## config.mk

```make
export PLATFORM = sky130hd
export DESIGN_NAME = rr_mux_arbiter_4x1
export DESIGN_NICKNAME = d
export VERILOG_FILES = /design/src/rtl/arb_pkg.sv /design/src/rtl/rr_pick4.sv /design/src/rtl/rr_mux_arbiter_4x1.sv
export SDC_FILE = /design/constraint.sdc
export NUM_CORES = 1
export LEC_CHECK = 0
export ABC_CLOCK_PERIOD_IN_PS = 4400
export CAP_MARGIN = 25
export CORE_MARGIN = 8
export CORE_UTILIZATION = 45
export CTS_CLUSTER_SIZE = 16
export DETAILED_ROUTE_END_ITERATION = 16
export PLACE_DENSITY = 0.85
export SKIP_LAST_GASP = 1
export SLEW_MARGIN = 20
export SYNTH_ARGS = -nofsm -noshare
export SYNTH_HDL_FRONTEND = slang
export SYNTH_HIERARCHICAL = 1
export SYNTH_SLANG_ARGS = --single-unit
export TNS_END_PERCENT = 5
```

## constraint.sdc

```tcl
create_clock -name clk_in -period 4.4 [get_ports clk_in]
set_clock_uncertainty 0.2 [all_clocks]
set_input_delay 0.44 -clock clk_in [delete_from_list [all_inputs] [get_ports clk_in]]
set_output_delay 0.44 -clock clk_in [all_outputs]
set_load 0.005 [all_outputs]
```

## src/rtl/arb_pkg.sv

```systemverilog
// Shared types and helpers for the 4-way round-robin mux arbiter.
package arb_pkg;

    localparam int unsigned N_REQ = 4;
    localparam int unsigned SEL_W = 2;

    typedef enum logic {
        IDLE  = 1'b0,
        GRANT = 1'b1
    } arb_state_e;

    // Index to one-hot grant vector.
    function automatic logic [N_REQ-1:0] idx2onehot(input logic [SEL_W-1:0] idx);
        logic [N_REQ-1:0] oh;
        oh      = '0;
        oh[idx] = 1'b1;
        return oh;
    endfunction

endpackage

```

## src/rtl/rr_pick4.sv

```systemverilog
// Round-robin picker: first asserted request at or after ptr, wrapping modulo 4.
module rr_pick4
    import arb_pkg::*;
(
    input  logic [N_REQ-1:0] req,
    input  logic [SEL_W-1:0] ptr,
    output logic [SEL_W-1:0] idx,
    output logic             any
);

    logic [SEL_W-1:0] w_k;

    // Scan from the farthest offset down so the nearest match to ptr wins.
    always_comb begin
        idx = ptr;
        w_k = ptr;
        any = |req;
        for (int i = N_REQ - 1; i >= 0; i--) begin
            w_k = SEL_W'(int'(ptr) + i);
            if (req[w_k]) begin
                idx = w_k;
            end
        end
    end

endmodule

```

## src/rtl/rr_mux_arbiter_4x1.sv

```systemverilog
// Round-robin arbiter driving a shared 4:1 data mux with bounded bursts.
// Optional per-requester grant counters are built when ARB_STATS_EN is defined.
module rr_mux_arbiter_4x1
    import arb_pkg::*;
#(
    parameter int unsigned DATA_W    = 8,
    parameter int unsigned MAX_BURST = 4
`ifdef ARB_STATS_EN
    ,
    parameter int unsigned CNT_W     = 8
`endif
)
(
    input  logic                    clk_in,
    input  logic                    rst_n_in,
    input  logic [N_REQ-1:0]        req_in,
    input  logic [N_REQ*DATA_W-1:0] data_in,
    input  logic                    ready_in,
    output logic [N_REQ-1:0]        gnt_out,
    output logic [SEL_W-1:0]        sel_out,
    output logic [DATA_W-1:0]       y_out,
    output logic                    valid_out
`ifdef ARB_STATS_EN
    ,
    output logic [N_REQ*CNT_W-1:0]  grant_cnt_out
`endif
);

    localparam int unsigned BCNT_W = 8;

    arb_state_e        r_state, w_state_nxt;
    logic [SEL_W-1:0]  r_sel, w_sel_nxt;
    logic [N_REQ-1:0]  r_gnt, w_gnt_nxt;
    logic [SEL_W-1:0]  r_ptr, w_ptr_nxt;
    logic [BCNT_W-1:0] r_beat_cnt, w_beat_cnt_nxt;

    logic [SEL_W-1:0]  w_pick_idx;
    logic              w_pick_any;
    logic              w_req_sel;
    logic              w_valid;

    rr_pick4 u_pick (
        .req (req_in),
        .ptr (r_ptr),
        .idx (w_pick_idx),
        .any (w_pick_any)
    );

    assign w_req_sel = req_in[r_sel];
    assign w_valid   = (r_state == GRANT) && w_req_sel;

    // State register; reset aborts any burst in flight.
    always_ff @(posedge clk_in or negedge rst_n_in) begin
        if (!rst_n_in) begin
            r_state    <= IDLE;
            r_sel      <= '0;
            r_gnt      <= '0;
            r_ptr      <= '0;
            r_beat_cnt <= '0;
        end else begin
            r_state    <= w_state_nxt;
            r_sel      <= w_sel_nxt;
            r_gnt      <= w_gnt_nxt;
            r_ptr      <= w_ptr_nxt;
            r_beat_cnt <= w_beat_cnt_nxt;
        end
    end

    // Next-state: pick in IDLE, count beats in GRANT, release on withdrawal or burst end.
    always_comb begin
        w_state_nxt    = r_state;
        w_sel_nxt      = r_sel;
        w_gnt_nxt      = r_gnt;
        w_ptr_nxt      = r_ptr;
        w_beat_cnt_nxt = r_beat_cnt;
        case (r_state)
            IDLE: begin
                if (w_pick_any) begin
                    w_sel_nxt      = w_pick_idx;
                    w_gnt_nxt      = idx2onehot(w_pick_idx);
                    w_beat_cnt_nxt = '0;
                    w_state_nxt    = GRANT;
                end
            end
            GRANT: begin
                if (!w_req_sel ||
                    (ready_in && (r_beat_cnt == BCNT_W'(MAX_BURST - 1)))) begin
                    w_gnt_nxt      = '0;
                    w_ptr_nxt      = r_sel + SEL_W'(1);
                    w_beat_cnt_nxt = '0;
                    w_state_nxt    = IDLE;
                end else if (ready_in) begin
                    w_beat_cnt_nxt = r_beat_cnt + BCNT_W'(1);
                end
            end
            default: begin
                w_state_nxt = IDLE;
                w_gnt_nxt   = '0;
            end
        endcase
    end

    assign gnt_out   = r_gnt;
    assign sel_out   = r_sel;
    assign valid_out = w_valid;
    assign y_out     = data_in[r_sel*DATA_W +: DATA_W];

`ifdef ARB_STATS_EN
    logic [N_REQ-1:0][CNT_W-1:0] r_gcnt;
    logic                        w_grant_evt;

    assign w_grant_evt = (r_state == IDLE) && w_pick_any;

    // Saturating per-requester grant counters, bumped on each new grant.
    always_ff @(posedge clk_in or negedge rst_n_in) begin
        if (!rst_n_in) begin
            r_gcnt <= '0;
        end else if (w_grant_evt && (r_gcnt[w_pick_idx] != '1)) begin
            r_gcnt[w_pick_idx] <= r_gcnt[w_pick_idx] + CNT_W'(1);
        end
    end

    assign grant_cnt_out = r_gcnt;
`endif

endmodule

```

Word-level counts from Yosys, hierarchy flattened
Index checks and enable logic that the tools add are counted.
Widths: inputs -> output; s select.

word-level totals
  bits of input ports = 39
  output and inout bits = 15
  logic and storage cells = 59
  register bits after elaboration = 17

operators by class
  order comparisons = 7
  eq/ne operators = 4
  mux-type cells = 26
  shifts and indexed selects = 1
  $add $sub $neg = 5
  reduce and logical (&&, ||, !) cells = 10
  bitwise logic cells = 1

operators by type and width
  kind                 count
  $shiftx 32x6->8      1
  $mux 8               3
  $lt 2x3->1 const B   6
  $pmux 8 s2           1
  $bmux 1 s2           5
  $add 8x1->8 const B  1
  $eq 8x2->1 const B   1
  $mux 1               8
  $mux 2               4
  $mux 4               2
  $pmux 4 s2           1
  $reduce_and 2->1     4
  $add 2x1->2 const B  2
  $add 2x2->2 const B  2
  $ne 2x1->1 const B   2
  $reduce_or 4->1      1
  $logic_and 1x1->1    3
  $ne 3x2->1 const B   1
  $demux 1 s2          1
  $ge 2x1->1 const B   1
  $pmux 1 s2           1
  $logic_not 1->1      1
  $logic_or 1x1->1     1
  $not 1->1            1

Depth between registers and ports, before layout
Gate-level depths: netlist of run 1.

  word-level depth = 13
  gate-level depth with buffers = 6
  depth with buffers taken out = 6

By module
Netlist of run 1, hierarchy kept.

modules (own cells, without submodules)
  module              instances  sequential area each (um^2)  area an instance (um^2)  cells each
  rr_mux_arbiter_4x1  1          425.4                        1143.6                   102
  rr_pick4            1          0.0                          100.1                    16

Least setup slack after synthesis of run 1
No wires, ideal clock.

  path kind = flip-flop to flip-flop
  start point = reg r_beat_cnt[4]
  end point = reg r_ptr[1]
  path slack = 2193 ps
  data required time = 4075 ps
  clock period less this slack = 2207 ps
  buffers on the path = 0
  library setup time = 125 ps
  arrival time = 1881 ps
  stages on the path, launching flop included = 5
  cells stage by stage = dfrtp_1 or4_1 or4_4 a21bo_4 mux2_4

between the ends
  cells in the longest elaborated chain, start to end = 4

RTL lines
  element                     line                      source
  from (decl)                 rr_mux_arbiter_4x1.sv:35  logic [BCNT_W-1:0] r_beat_cnt, w_beat_cnt_nxt;
  from (signal assigned)      rr_mux_arbiter_4x1.sv:65  r_beat_cnt <= w_beat_cnt_nxt;
  $eq 8x2->1                  rr_mux_arbiter_4x1.sv:87  (ready_in && (r_beat_cnt == BCNT_W'(MAX_BURST - 1)))) begin
  $logic_and 1x1->1           rr_mux_arbiter_4x1.sv:87
  $logic_or 1x1->1            rr_mux_arbiter_4x1.sv:86  if (!w_req_sel ||
  $reduce_and 2->1 (no line)  n/a
  to (signal assigned)        rr_mux_arbiter_4x1.sv:64  r_ptr <= w_ptr_nxt;
  to (decl)                   rr_mux_arbiter_4x1.sv:34  logic [SEL_W-1:0] r_ptr, w_ptr_nxt;

Every way passes these cells.
A chain may end at the register's enable or synchronous reset.

Worst setup path after layout of run 1
  start point = reg r_sel[0] (netlist: sel_out[0])
  end point = out valid_out

between the ends
  cells in the longest elaborated chain, start to end = 3

RTL lines
  element                       line                      source
  from (decl)                   rr_mux_arbiter_4x1.sv:32  logic [SEL_W-1:0] r_sel, w_sel_nxt;
  from (signal assigned)        rr_mux_arbiter_4x1.sv:62  r_sel <= w_sel_nxt;
  $bmux 1 s2                    rr_mux_arbiter_4x1.sv:49  assign w_req_sel = req_in[r_sel];
  $mux 1 (implied by the code)  rr_mux_arbiter_4x1.sv:49
  $logic_and 1x1->1             rr_mux_arbiter_4x1.sv:50  assign w_valid = (r_state == GRANT) && w_req_sel;
  to (decl)                     rr_mux_arbiter_4x1.sv:22  output logic valid_out

Every way passes these cells. The select of a mux whose other input is x is not followed.

==> results_tabular.tex, run 1 <==
\begin{tabular}{lr}
\hline
Metric & Value \\
\hline
\multicolumn{2}{l}{\textbf{Global route}} \\
GRT met2 Usage & 28.7\% \\
Global-route layer with the greatest usage & met2 \\
Global Route met3 Usage & approximately 3.2\% \\
Met1 capacity usage during global routing & approximately a fifth \\
Antenna violations before repair & 0 \\
Wire length of the first global-routing pass & between 5 and 6 mm \\
Total track usage & 16.2\% \\
Number of global-route vias before repair & $\sim$1,200 \\
Aggregate global routing overflow & 0 \\
Maximum number of pins on one net before global-route repair & 18 \\
\multicolumn{2}{l}{\textbf{Yosys}} \\
Adder and majority cell fraction of the synthesized area & between 1 and 1.5\% \\
Warnings from Yosys & 6 \\
Average footprint of a synthesized cell & between 10 and 15 um2 \\
Number of enable-type register cells in the synthesized netlist & 0 \\
Post-synthesis compound-gate area fraction & approximately 16\% \\
Combinational family with the most area after synthesis & multiplexers \\
Number of unique standard cell types used by synthesis & 35 \\
Share of flip-flops with an asynchronous set or reset & 100\% \\
Netlist Area Pre-Place & around 1200 um2 \\
Share of synthesized area occupied by flip-flops and latches & between 30\% and 40\% \\
Post-synthesis simple-gate area fraction & 19.7\% \\
Commonest register cell after synthesis & dfrtp\_1 \\
Parity-gate share of the synthesized area counting xor and xnor cells & less than 1\% \\
Synthesized Nets & between 150 and 200 \\
Syn Inst Count & between 100 and 150 \\
Post-synthesis register bit count & 17 \\
Multiplexer share of the synthesized area & 22.5\% \\
\multicolumn{2}{l}{\textbf{Critical path}} \\
Maximum fanout encountered on the critical timing path & 13 \\
WS Path Type & flop to output pin \\
Setup crit end kind & output pin \\
Required @ worst endpoint & between 3 and 4 ns \\
Startpoint type of the worst setup path & flop \\
Data arrival time of the critical path & about 2.6 ns \\
\multicolumn{2}{l}{\textbf{Layout}} \\
Number of fill cells & 212 \\
Register cell area after layout & about 430 um2 \\
Total Nets Final & between 200 and 250 \\
Final cell count without fillers & 199 \\
Final design area excluding fillers & between 1500 and 2000 um2 \\
Top library cells by usage in the layout, fill and taps aside & clkdlybuf4s50\_1, dfrtp\_1, mux4\_2, nand2\_1, o21ai\_0 \\
Area of the multi-input gates & between 700 and 800 um2 \\
Most common library cell in the layout ignoring fill and taps & clkdlybuf4s50\_1 \\
Total inserted antenna cells & 0 \\
Final design utilization & between 60\% and 70\% \\
Synthesis-to-finish area growth & 43.9\% \\
Share of final-layout standard cells stronger than drive strength 1 & between 10\% and 20\% \\
\multicolumn{2}{l}{\textbf{Drt}} \\
Antenna-violating nets left & 0 \\
WL/cell & 19.0 um \\
Detailed Route Iter0 Violations & 98 \\
Detailed-route via count & 1,203 \\
Drc violations & 0 \\
Post-detailed-route via-to-cell ratio & 6.05 \\
Wire length reported by the detailed router & $\sim$3.8 mm \\
First-pass iteration count of the detailed router & 4 \\
\multicolumn{2}{l}{\textbf{Clock tree}} \\
Clock tree buffer depth & 2 \\
TritonCTS clock tree & yes \\
Post-CTS Setup Bufs & 0 \\
Number of H-tree levels & 1 \\
\# clock sinks & 17 \\
Root buffer cell & clkbuf\_4 \\
Insertion delay of the later-clocked pin in the worst-skew pair & 0.29 ns \\
Clk slew on worst S/H paths & roughly 0.10 ns \\
Hold buffers post-CTS & 0 \\
Number of gates resized after CTS & 0 \\
Number of CTS-inserted buffers & 3 \\
\multicolumn{2}{l}{\textbf{Min path}} \\
Tightest Hold Check Type & flop to flop \\
\multicolumn{2}{l}{\textbf{STA}} \\
Worst Hold Slack & 0.327 ns \\
PnR worst setup slack & between 1 and 1.5 ns \\
RSZ-0062 raised after global routing & no \\
F\_max & between 0.3 and 0.4 GHz \\
Max-slew violation count & 0 \\
Measured slew at the worst slew-check pin & roughly 0.80 ns \\
Fin crit period & approximately 3.2 ns \\
Period utilization & around 73\% \\
Finish-stage setup viols & 0 \\
Final total negative setup slack & 0 ns \\
Final-report hold violation count & 0 \\
Slew Limit Headroom & 46.7\% \\
\multicolumn{2}{l}{\textbf{Power}} \\
Fraction of power consumed by combinational cells & a little under 60\% \\
Leakage & around 0.7 nW \\
Power per Cell Area & 510 nW/um2 \\
Largest voltage drop on the vdd net & around 0.00047 V \\
Power, Total & around 0.9 mW \\
Sequential cell fraction of total power & approximately 33\% \\
Clock Power Share & 9.1\% \\
Net switching share of the total power & between 30\% and 40\% \\
Internal Pwr Total & $\sim$0.58 mW \\
Switching power & 0.329 mW \\
\multicolumn{2}{l}{\textbf{Die}} \\
Die boundary height & roughly 70 um \\
Core footprint & 2690 um2 \\
Overall die width & 68.6 um \\
Die Outline Area & 4700 um2 \\
Starting utilization of the core area & roughly 46\% \\
Row count & 19 \\
Ports & 54 \\
\multicolumn{2}{l}{\textbf{Run status}} \\
Run status & complete, no violations \\
\multicolumn{2}{l}{\textbf{Run}} \\
Number of violations of the max-capacitance limit & 0 \\
\multicolumn{2}{l}{\textbf{Place}} \\
Worst setup slack before clock tree synthesis & about 1.4 ns \\
Final HPWL from detailed placement & between 3 and 4 mm \\
Gpl congestion & 0.883 \\
Area of placed instances & 1760 um2 \\
Number of buffers inserted by port buffering & 53 \\
Placed cells & $\sim$200 \\
\hline
\end{tabular}
==> cell families after synthesis <==
logic type | after synthesis
fa+ha+maj | 1
simple gates | 44
flops | 17
mux | 16
compound gates | 28
xor+xnor | 1
buf+inv | 11
==> worst paths after layout <==
check / depth (start not counted) / startpoint / endpoint / slack (ns)
min in group asynchronous: 1 / rst_n_in / r_beat_cnt[3] / 0.40
worst min register to register: 1 / gnt_out[3] / gnt_out[3] / 0.33
worst min-delay path: 1 / gnt_out[3] / gnt_out[3] / 0.33
max in group asynchronous: 1 / rst_n_in / r_beat_cnt[5] / 3.10
worst max register to register: 4 / sel_out[0] / r_beat_cnt[7] / 1.89
worst max-delay path: 3 / sel_out[0] / valid_out / 1.18
==> Yosys cell counts, drive strengths merged, types with 4 or more instances <==
cell type	count	area share, %
nor2b	4	2.0
nand3	4	1.6
o21ai	9	3.6
nor2	6	1.8
mux4	9	16
inv	4	1.2
mux2i	4	3.2
clkbuf	5	2.3
o2bb2ai	6	4.2
nand2	9	2.7
nor3	5	2.0
dfrtp	17	34
nand4	6	3.0
==> worst max-delay path, stage by stage (launching register included) <==
cell and delay, ns:
dfrtp_1 0.77, mux4_2 0.66, and2_1 0.34, clkdlybuf4s50_1 0.51
==> sequential cells by signal (all words and copies together) (netlist names) <==
signal / flops
gnt_out: 4
r_ptr: 2
sel_out: 2
r_beat_cnt: 8
r_state: 1
==> layer usage <==
| layer | wire (um) | part of all wire [%] |
|---|---|---|
| met5 | 0 | 0 |
| met4 | 27 | 0.71 |
| met3 | 400 | 11 |
| met2 | 1700 | 45 |
| met1 | 1670 | 44 |
==> final cells by class <==
class | instances | area share (%)
flip-flops and latches | 17 | 23.8
repair buffers | 53 | 29.7
multi-input cells | 90 | 42.0
clock buffers | 3 | 1.26
clock inverters | 1 | 0.280
well taps | 31 | 2.17
inverters | 4 | 0.839
==> power groups by stage <==
stage	logic (mW)	registers [mW]	clock network [mW]
global route	0.575	0.318	0.0944
detailed placement	0.530	0.307	0
CTS	0.533	0.304	0.0871
finish	0.528	0.302	0.0827
floorplan	0.356	0.253	0
global placement	0.514	0.302	0
(Power assumes the default switching activity.)
==> run 2: changes to the inputs <==
--- a/config.mk
+++ b/config.mk
@@ -5,13 +5,13 @@
 export SDC_FILE = /design/constraint.sdc
 export NUM_CORES = 1
 export LEC_CHECK = 0
-export ABC_CLOCK_PERIOD_IN_PS = 4400
+export ABC_CLOCK_PERIOD_IN_PS = 2900
 export CAP_MARGIN = 25
 export CORE_MARGIN = 8
-export CORE_UTILIZATION = 45
+export CORE_UTILIZATION = 38
 export CTS_CLUSTER_SIZE = 16
 export DETAILED_ROUTE_END_ITERATION = 16
-export PLACE_DENSITY = 0.85
+export PLACE_DENSITY = 0.76
 export SKIP_LAST_GASP = 1
 export SLEW_MARGIN = 20
 export SYNTH_ARGS = -nofsm -noshare
==> constraint.sdc (replaced) <==
create_clock -name clk_in -period 2.9 [get_ports clk_in]
set_clock_uncertainty 0.2 [all_clocks]
set_input_delay 0.29 -clock clk_in [delete_from_list [all_inputs] [get_ports clk_in]]
set_output_delay 0.29 -clock clk_in [all_outputs]
set_load 0.005 [all_outputs]
==> run 2 against run 1 <==
Clock power increased by 54%. Combinational power increased by 60%. Die area increased by 14%. Worst hold slack got worse by 0.11 ns. Non-clock buffer count increased by 2. Power increased by 54%. Register-to-register slack got worse by 1.4 ns. Largest cell class unchanged. Highest routed layer unchanged.
==> results_tabular.tex, run 2 (synthesis gave the netlist of run 1 again) <==
\begin{tabular}{lr}
\hline
Metric & Value \\
\hline
\multicolumn{2}{l}{\textbf{Run status}} \\
Run status & complete, no violations \\
\multicolumn{2}{l}{\textbf{Die}} \\
Die Outline Area & between 5000 and 6000 um2 \\
Row count & 20 \\
Starting utilization of the core area & approximately two fifths \\
Core footprint & about 3100 um2 \\
Ports & 54 \\
Die boundary height & 73.2 um \\
Overall die width & 73.2 um \\
\multicolumn{2}{l}{\textbf{Critical path}} \\
Maximum fanout encountered on the critical timing path & 7 \\
Ordered cell list for the critical path & mux4\_2 > and2\_1 > clkdlybuf4s50\_1 \\
Peak per-stage delay on the critical path & 0.62 ns \\
WS Path Type & flop to output pin \\
Critical path buffers and inverters & 1 \\
Data arrival time of the critical path & roughly 2.2 ns \\
CP max-delay cell & mux4\_2 \\
Required @ worst endpoint & 2.41 ns \\
Kind of cell adding the most delay to the critical path & multiplexers \\
Startpoint type of the worst setup path & flop \\
Setup crit end kind & output pin \\
\multicolumn{2}{l}{\textbf{Drt}} \\
WL/cell & $\sim$17 um \\
Topmost layer with routed signal wires & met4 \\
Wire length reported by the detailed router & approximately 3.6 mm \\
Drc violations & 0 \\
Detailed Route Iter0 Violations & 85 \\
Post-detailed-route via-to-cell ratio & 5.52 \\
Detailed-route via count & around 1,200 \\
Met2 Routed Length & $\sim$1.5 mm \\
Routed wire length on met3 & 393 um \\
Antenna-violating nets left & 0 \\
First-pass iteration count of the detailed router & 5 \\
M1 wire length & around 1.7 mm \\
\multicolumn{2}{l}{\textbf{Place}} \\
Gpl congestion & roughly 0.87 \\
Number of buffers inserted by port buffering & 53 \\
Area of placed instances & between 1500 and 2000 um2 \\
Final HPWL from detailed placement & 2.96 mm \\
Placed cells & 210 \\
\multicolumn{2}{l}{\textbf{STA}} \\
Slew Limit Headroom & between 50\% and 60\% \\
Max-slew violation count & 0 \\
Final total negative setup slack & 0 ns \\
Fin crit period & 2.64 ns \\
Finish-stage setup viols & 0 \\
Final-report hold violation count & 0 \\
Period utilization & 91.0\% \\
RSZ-0062 raised after global routing & no \\
Measured slew at the worst slew-check pin & around 0.7 ns \\
F\_max & $\sim$0.38 GHz \\
\multicolumn{2}{l}{\textbf{Clock tree}} \\
Hold buffers post-CTS & 0 \\
Clock tree buffer depth & 2 \\
Post-CTS Setup Bufs & 0 \\
Root buffer cell & clkbuf\_4 \\
\# clock sinks & 17 \\
TritonCTS clock tree & yes \\
Number of H-tree levels & 1 \\
Insertion delay of the later-clocked pin in the worst-skew pair & 0.30 ns \\
Clk slew on worst S/H paths & 0.10 ns \\
Number of CTS-inserted buffers & 3 \\
Number of gates resized after CTS & 0 \\
\multicolumn{2}{l}{\textbf{Layout}} \\
Final design area excluding fillers & 1820 um2 \\
Share of final-layout standard cells stronger than drive strength 1 & between 10\% and 20\% \\
Total Nets Final & between 200 and 250 \\
Synthesis-to-finish area growth & 46.4\% \\
Total inserted antenna cells & 0 \\
Top reg by flops & r\_beat\_cnt \\
Largest register FFs & 8 \\
Most common library cell in the layout ignoring fill and taps & clkdlybuf4s50\_1 \\
Final cell count without fillers & 214 \\
Top library cells by usage in the layout, fill and taps aside & clkdlybuf4s50\_1, dfrtp\_1, mux4\_2, nand2\_1, o21ai\_0 \\
\multicolumn{2}{l}{\textbf{Power}} \\
Leakage & 0.723 nW \\
Largest voltage drop on the vdd net & around 0.00042 V \\
Power per Cell Area & just under 800 nW/um2 \\
Power, Total & about 1.4 mW \\
\multicolumn{2}{l}{\textbf{Global route}} \\
Total track usage & approximately 14\% \\
Antenna violations before repair & 0 \\
Aggregate global routing overflow & 0 \\
Maximum number of pins on one net before global-route repair & 18 \\
Number of global-route vias before repair & 1,170 \\
Wire length of the first global-routing pass & about 5.8 mm \\
\multicolumn{2}{l}{\textbf{Run}} \\
Number of violations of the max-capacitance limit & 0 \\
\multicolumn{2}{l}{\textbf{Min path}} \\
Tightest Hold Check Type & primary input to asynchronous set/reset pin \\
\hline
\end{tabular}
## run 2: cell types whose count changed in the layout (fill, tap and decap cells not counted)
cell | before | now
buf_4 | 0 | 2
## run 2: report_power, final
| part | leakage (nW) | switching, mW | internal, mW | total [mW] |
|---|---|---|---|---|
| registers | 0.222 | 0.126 | 0.312 | 0.437 |
| logic | 0.483 | 0.302 | 0.542 | 0.844 |
| clock network | 0.0177 | 0.0759 | 0.0515 | 0.127 |
| total | 0.723 | 0.503 | 0.905 | 1.41 |
## run 2: path summary, 6_finish.rpt
kind | from | endpoint | slack, ns | cells after the start
min in group clk_in | gnt_out[0] | gnt_out[0] | 0.33 | 1
max reg2reg | r_beat_cnt[4] | r_ptr[1] | 0.53 | 4
min reg2reg | gnt_out[0] | gnt_out[0] | 0.33 | 1
max | sel_out[0] | valid_out | 0.26 | 3
max in group asynchronous | rst_n_in | r_beat_cnt[3] | 1.84 | 1
min | rst_n_in | r_beat_cnt[4] | 0.21 | 1
## run 2: through the flow
step                      utilization (%)  worst slack, ns  hold slack (ns)
after floorplan                         -            0.693           -0.206
after global placement               58.3            0.418            0.291
after detailed placement             58.3            0.400            0.305
after CTS                            59.1            0.256            0.245
after global routing                 59.1            0.197            0.285
final                                59.1            0.262            0.213
## run 2: layout make-up
type | count | area, um2
multi-input cells | 90 | 752
flip-flops and latches | 17 | 425
clock buffers | 3 | 22.5
inverters | 4 | 15.0
fillers | 275 | 1260
well taps | 44 | 55.1
clock inverters | 1 | 5.00
repair buffers | 55 | 546
## run 2: layer usage
| layer | GRT usage, % | vias to the layer above |
|---|---|---|
| li1 | - | 563 |
| met1 | 18.1 | 548 |
| met2 | 20.4 | 65 |
| met3 | 3.98 | 6 |
| met4 | 4.00 | 0 |
| met5 | 0 | - |
==> run 3: changes to the inputs <==
--- a/config.mk
+++ b/config.mk
@@ -7,6 +7,7 @@
 export LEC_CHECK = 0
 export ABC_CLOCK_PERIOD_IN_PS = 2900
 export CAP_MARGIN = 25
+export CORE_ASPECT_RATIO = 0.75
 export CORE_MARGIN = 8
 export CORE_UTILIZATION = 38
 export CTS_CLUSTER_SIZE = 16
==> run 3 against run 2 <==
Register-to-register slack barely moved. Maximum frequency grew 5.1%. Combinational power is 2.5% higher. Count of clock-buffer cells in the layout unchanged. Sequential power hardly changed. Critical path depth grew 1.
==> results_tabular.tex, run 3 (synthesis gave the netlist of run 1 again) <==
\begin{tabular}{lr}
\hline
Metric & Value \\
\hline
\multicolumn{2}{l}{\textbf{Layout}} \\
Top reg by flops & r\_beat\_cnt \\
Share of final-layout standard cells stronger than drive strength 1 & roughly 14\% \\
Number of fill cells & $\sim$280 \\
Synthesis-to-finish area growth & 47.7\% \\
Total inserted antenna cells & 0 \\
Largest register FFs & 8 \\
Final design area excluding fillers & $\sim$1800 um2 \\
Final cell count without fillers & 210 \\
Most common library cell in the layout ignoring fill and taps & clkdlybuf4s50\_1 \\
Top library cells by usage in the layout, fill and taps aside & clkdlybuf4s50\_1, dfrtp\_1, mux4\_2, nand2\_1, o21ai\_0 \\
Total Nets Final & 211 \\
\multicolumn{2}{l}{\textbf{Clock tree}} \\
Clk slew on worst S/H paths & approximately 0.070 ns \\
Root buffer cell & clkbuf\_8 \\
Number of CTS-inserted buffers & 3 \\
Post-CTS Setup Bufs & 0 \\
Hold buffers post-CTS & 0 \\
TritonCTS clock tree & yes \\
Number of H-tree levels & 1 \\
Number of gates resized after CTS & 0 \\
Insertion delay of the later-clocked pin in the worst-skew pair & between 0.2 and 0.3 ns \\
\# clock sinks & 17 \\
Clock tree buffer depth & 2 \\
\multicolumn{2}{l}{\textbf{STA}} \\
Measured slew at the worst slew-check pin & approximately 0.79 ns \\
Final total negative setup slack & 0 ns \\
Period utilization & a little under 90\% \\
Finish-stage setup viols & 0 \\
Max-slew violation count & 0 \\
Final-report hold violation count & 0 \\
PnR worst setup slack & a little under 0.4 ns \\
F\_max & 0.398 GHz \\
Slew Limit Headroom & between 40 and 50\% \\
RSZ-0062 raised after global routing & no \\
Fin crit period & $\sim$2.5 ns \\
\multicolumn{2}{l}{\textbf{Critical path}} \\
WS Path Type & primary input to output pin \\
Setup crit end kind & output pin \\
Data arrival time of the critical path & about 2.0 ns \\
Peak per-stage delay on the critical path & $\sim$0.58 ns \\
Ordered cell list for the critical path & clkdlybuf4s50\_1 > mux4\_2 > and2\_1 > clkdlybuf4s50\_1 \\
Required @ worst endpoint & 2.41 ns \\
Startpoint type of the worst setup path & primary input \\
CP max-delay cell & mux4\_2 \\
Maximum fanout encountered on the critical timing path & 7 \\
Worst path most repeated cell & clkdlybuf4s50\_1 \\
\multicolumn{2}{l}{\textbf{Drt}} \\
Detailed-route via count & 1,174 \\
First-pass iteration count of the detailed router & 4 \\
Post-detailed-route via-to-cell ratio & between 5 and 6 \\
WL/cell & roughly 18 um \\
Wire length reported by the detailed router & $\sim$3.8 mm \\
Detailed Route Iter0 Violations & approximately 150 \\
Drc violations & 0 \\
Antenna-violating nets left & 0 \\
\multicolumn{2}{l}{\textbf{Place}} \\
Final HPWL from detailed placement & about 3.1 mm \\
Number of buffers inserted by port buffering & 53 \\
Gpl congestion & 0.882 \\
Area of placed instances & about 1800 um2 \\
Worst setup slack before clock tree synthesis & between 0.3 and 0.4 ns \\
Placed cells & 206 \\
\multicolumn{2}{l}{\textbf{Power}} \\
Fraction of power consumed by combinational cells & between 50\% and 60\% \\
Power, Total & $\sim$1.5 mW \\
Largest voltage drop on the vdd net & 0.000375 V \\
Leakage & a little over 0.7 nW \\
Sequential cell fraction of total power & 29.2\% \\
Power per Cell Area & between 800 and 900 nW/um2 \\
Switching power & 0.532 mW \\
Clock Power Share & approximately 13\% \\
Net switching share of the total power & between 30\% and 40\% \\
Internal Pwr Total & 0.952 mW \\
\multicolumn{2}{l}{\textbf{Global route}} \\
Wire length of the first global-routing pass & 6.24 mm \\
Total track usage & between 10 and 15\% \\
Antenna violations before repair & 0 \\
Maximum number of pins on one net before global-route repair & 18 \\
Aggregate global routing overflow & 0 \\
Number of global-route vias before repair & 1,233 \\
\multicolumn{2}{l}{\textbf{Die}} \\
Die boundary height & approximately 66 um \\
Row count & 18 \\
Ports & 54 \\
Die Outline Area & around 5400 um2 \\
Starting utilization of the core area & between 30\% and 40\% \\
Core footprint & approximately 3200 um2 \\
Overall die width & slightly above 80 um \\
\multicolumn{2}{l}{\textbf{Run status}} \\
Run status & complete, no violations \\
\multicolumn{2}{l}{\textbf{Min path}} \\
Tightest Hold Check Type & primary input to asynchronous set/reset pin \\
\multicolumn{2}{l}{\textbf{Run}} \\
Number of violations of the max-capacitance limit & 0 \\
\hline
\end{tabular}
==> run 3: cell types whose count changed in the layout (fill, tap and decap cells not counted) <==
cell,previous run,this run
clkbuf_4,3,0
clkbuf_8,0,3
clkinv_2,1,0
clkinvlp_4,0,1
==> run 3: layout make-up <==
cell class                      count  area [um2]  share of cell area, %
Tap cell                           40        50.0                   2.72
Clock buffer                        3        41.3                   2.25
Clock inverter                      1        7.51                  0.409
Multi-Input combinational cell     90         752                   40.9
Timing Repair Buffer               55         546                   29.7
Inverter                            4        15.0                  0.817
Sequential cell                    17         425                   23.2
==> run 3: routing by layer <==
layer | share of wire (%) | GRT usage [%] | routed length (um) | up-vias
met2 | 51 | 24.6 | 1950 | 40
met4 | 1.2 | 3.28 | 47 | 0
met3 | 4.6 | 2.45 | 175 | 6
met1 | 43 | 19.7 | 1660 | 572
li1 | - | - | - | 556
met5 | 0 | 0 | 0 | -
==> run 3: per-stage QoR <==
stage          hold slack (ns)  utilization [%]
2_1_floorplan           -0.206                -
3_3_place_gp             0.307             55.5
3_5_place_dp             0.306             55.5
4_1_cts                  0.314             57.0
5_1_grt                  0.343             57.0
6_report                 0.285             57.0
==> run 3: worst paths after layout <==
kind                               startpoint          to  slack, ns  cells after the start
worst max-delay path                req_in[3]   valid_out       0.39                      4
worst min-delay path                 rst_n_in    r_ptr[0]       0.29                      1
worst max register to register  r_beat_cnt[4]    r_ptr[1]       0.53                      4
worst min register to register     gnt_out[3]  gnt_out[3]       0.33                      1
max in group asynchronous            rst_n_in     r_state       1.72                      1
min in group clk_in                gnt_out[3]  gnt_out[3]       0.33                      1
==> run 3: power by group through the flow <==
stage | sequential (mW) | clock (mW) | combinational (mW)
2_1_floorplan | 0.383 | 0 | 0.540
3_3_place_gp | 0.425 | 0 | 0.840
3_5_place_dp | 0.434 | 0 | 0.871
4_1_cts | 0.431 | 0.192 | 0.878
5_1_grt | 0.448 | 0.203 | 0.940
6_report | 0.434 | 0.186 | 0.865
==> run 3: worst max-delay path, delay by kind of cell <==
kind | cells | cell delay (ns)
buffers and inverters | 2 | 0.95
muxes | 1 | 0.58
and+or+nand+nor | 1 | 0.20
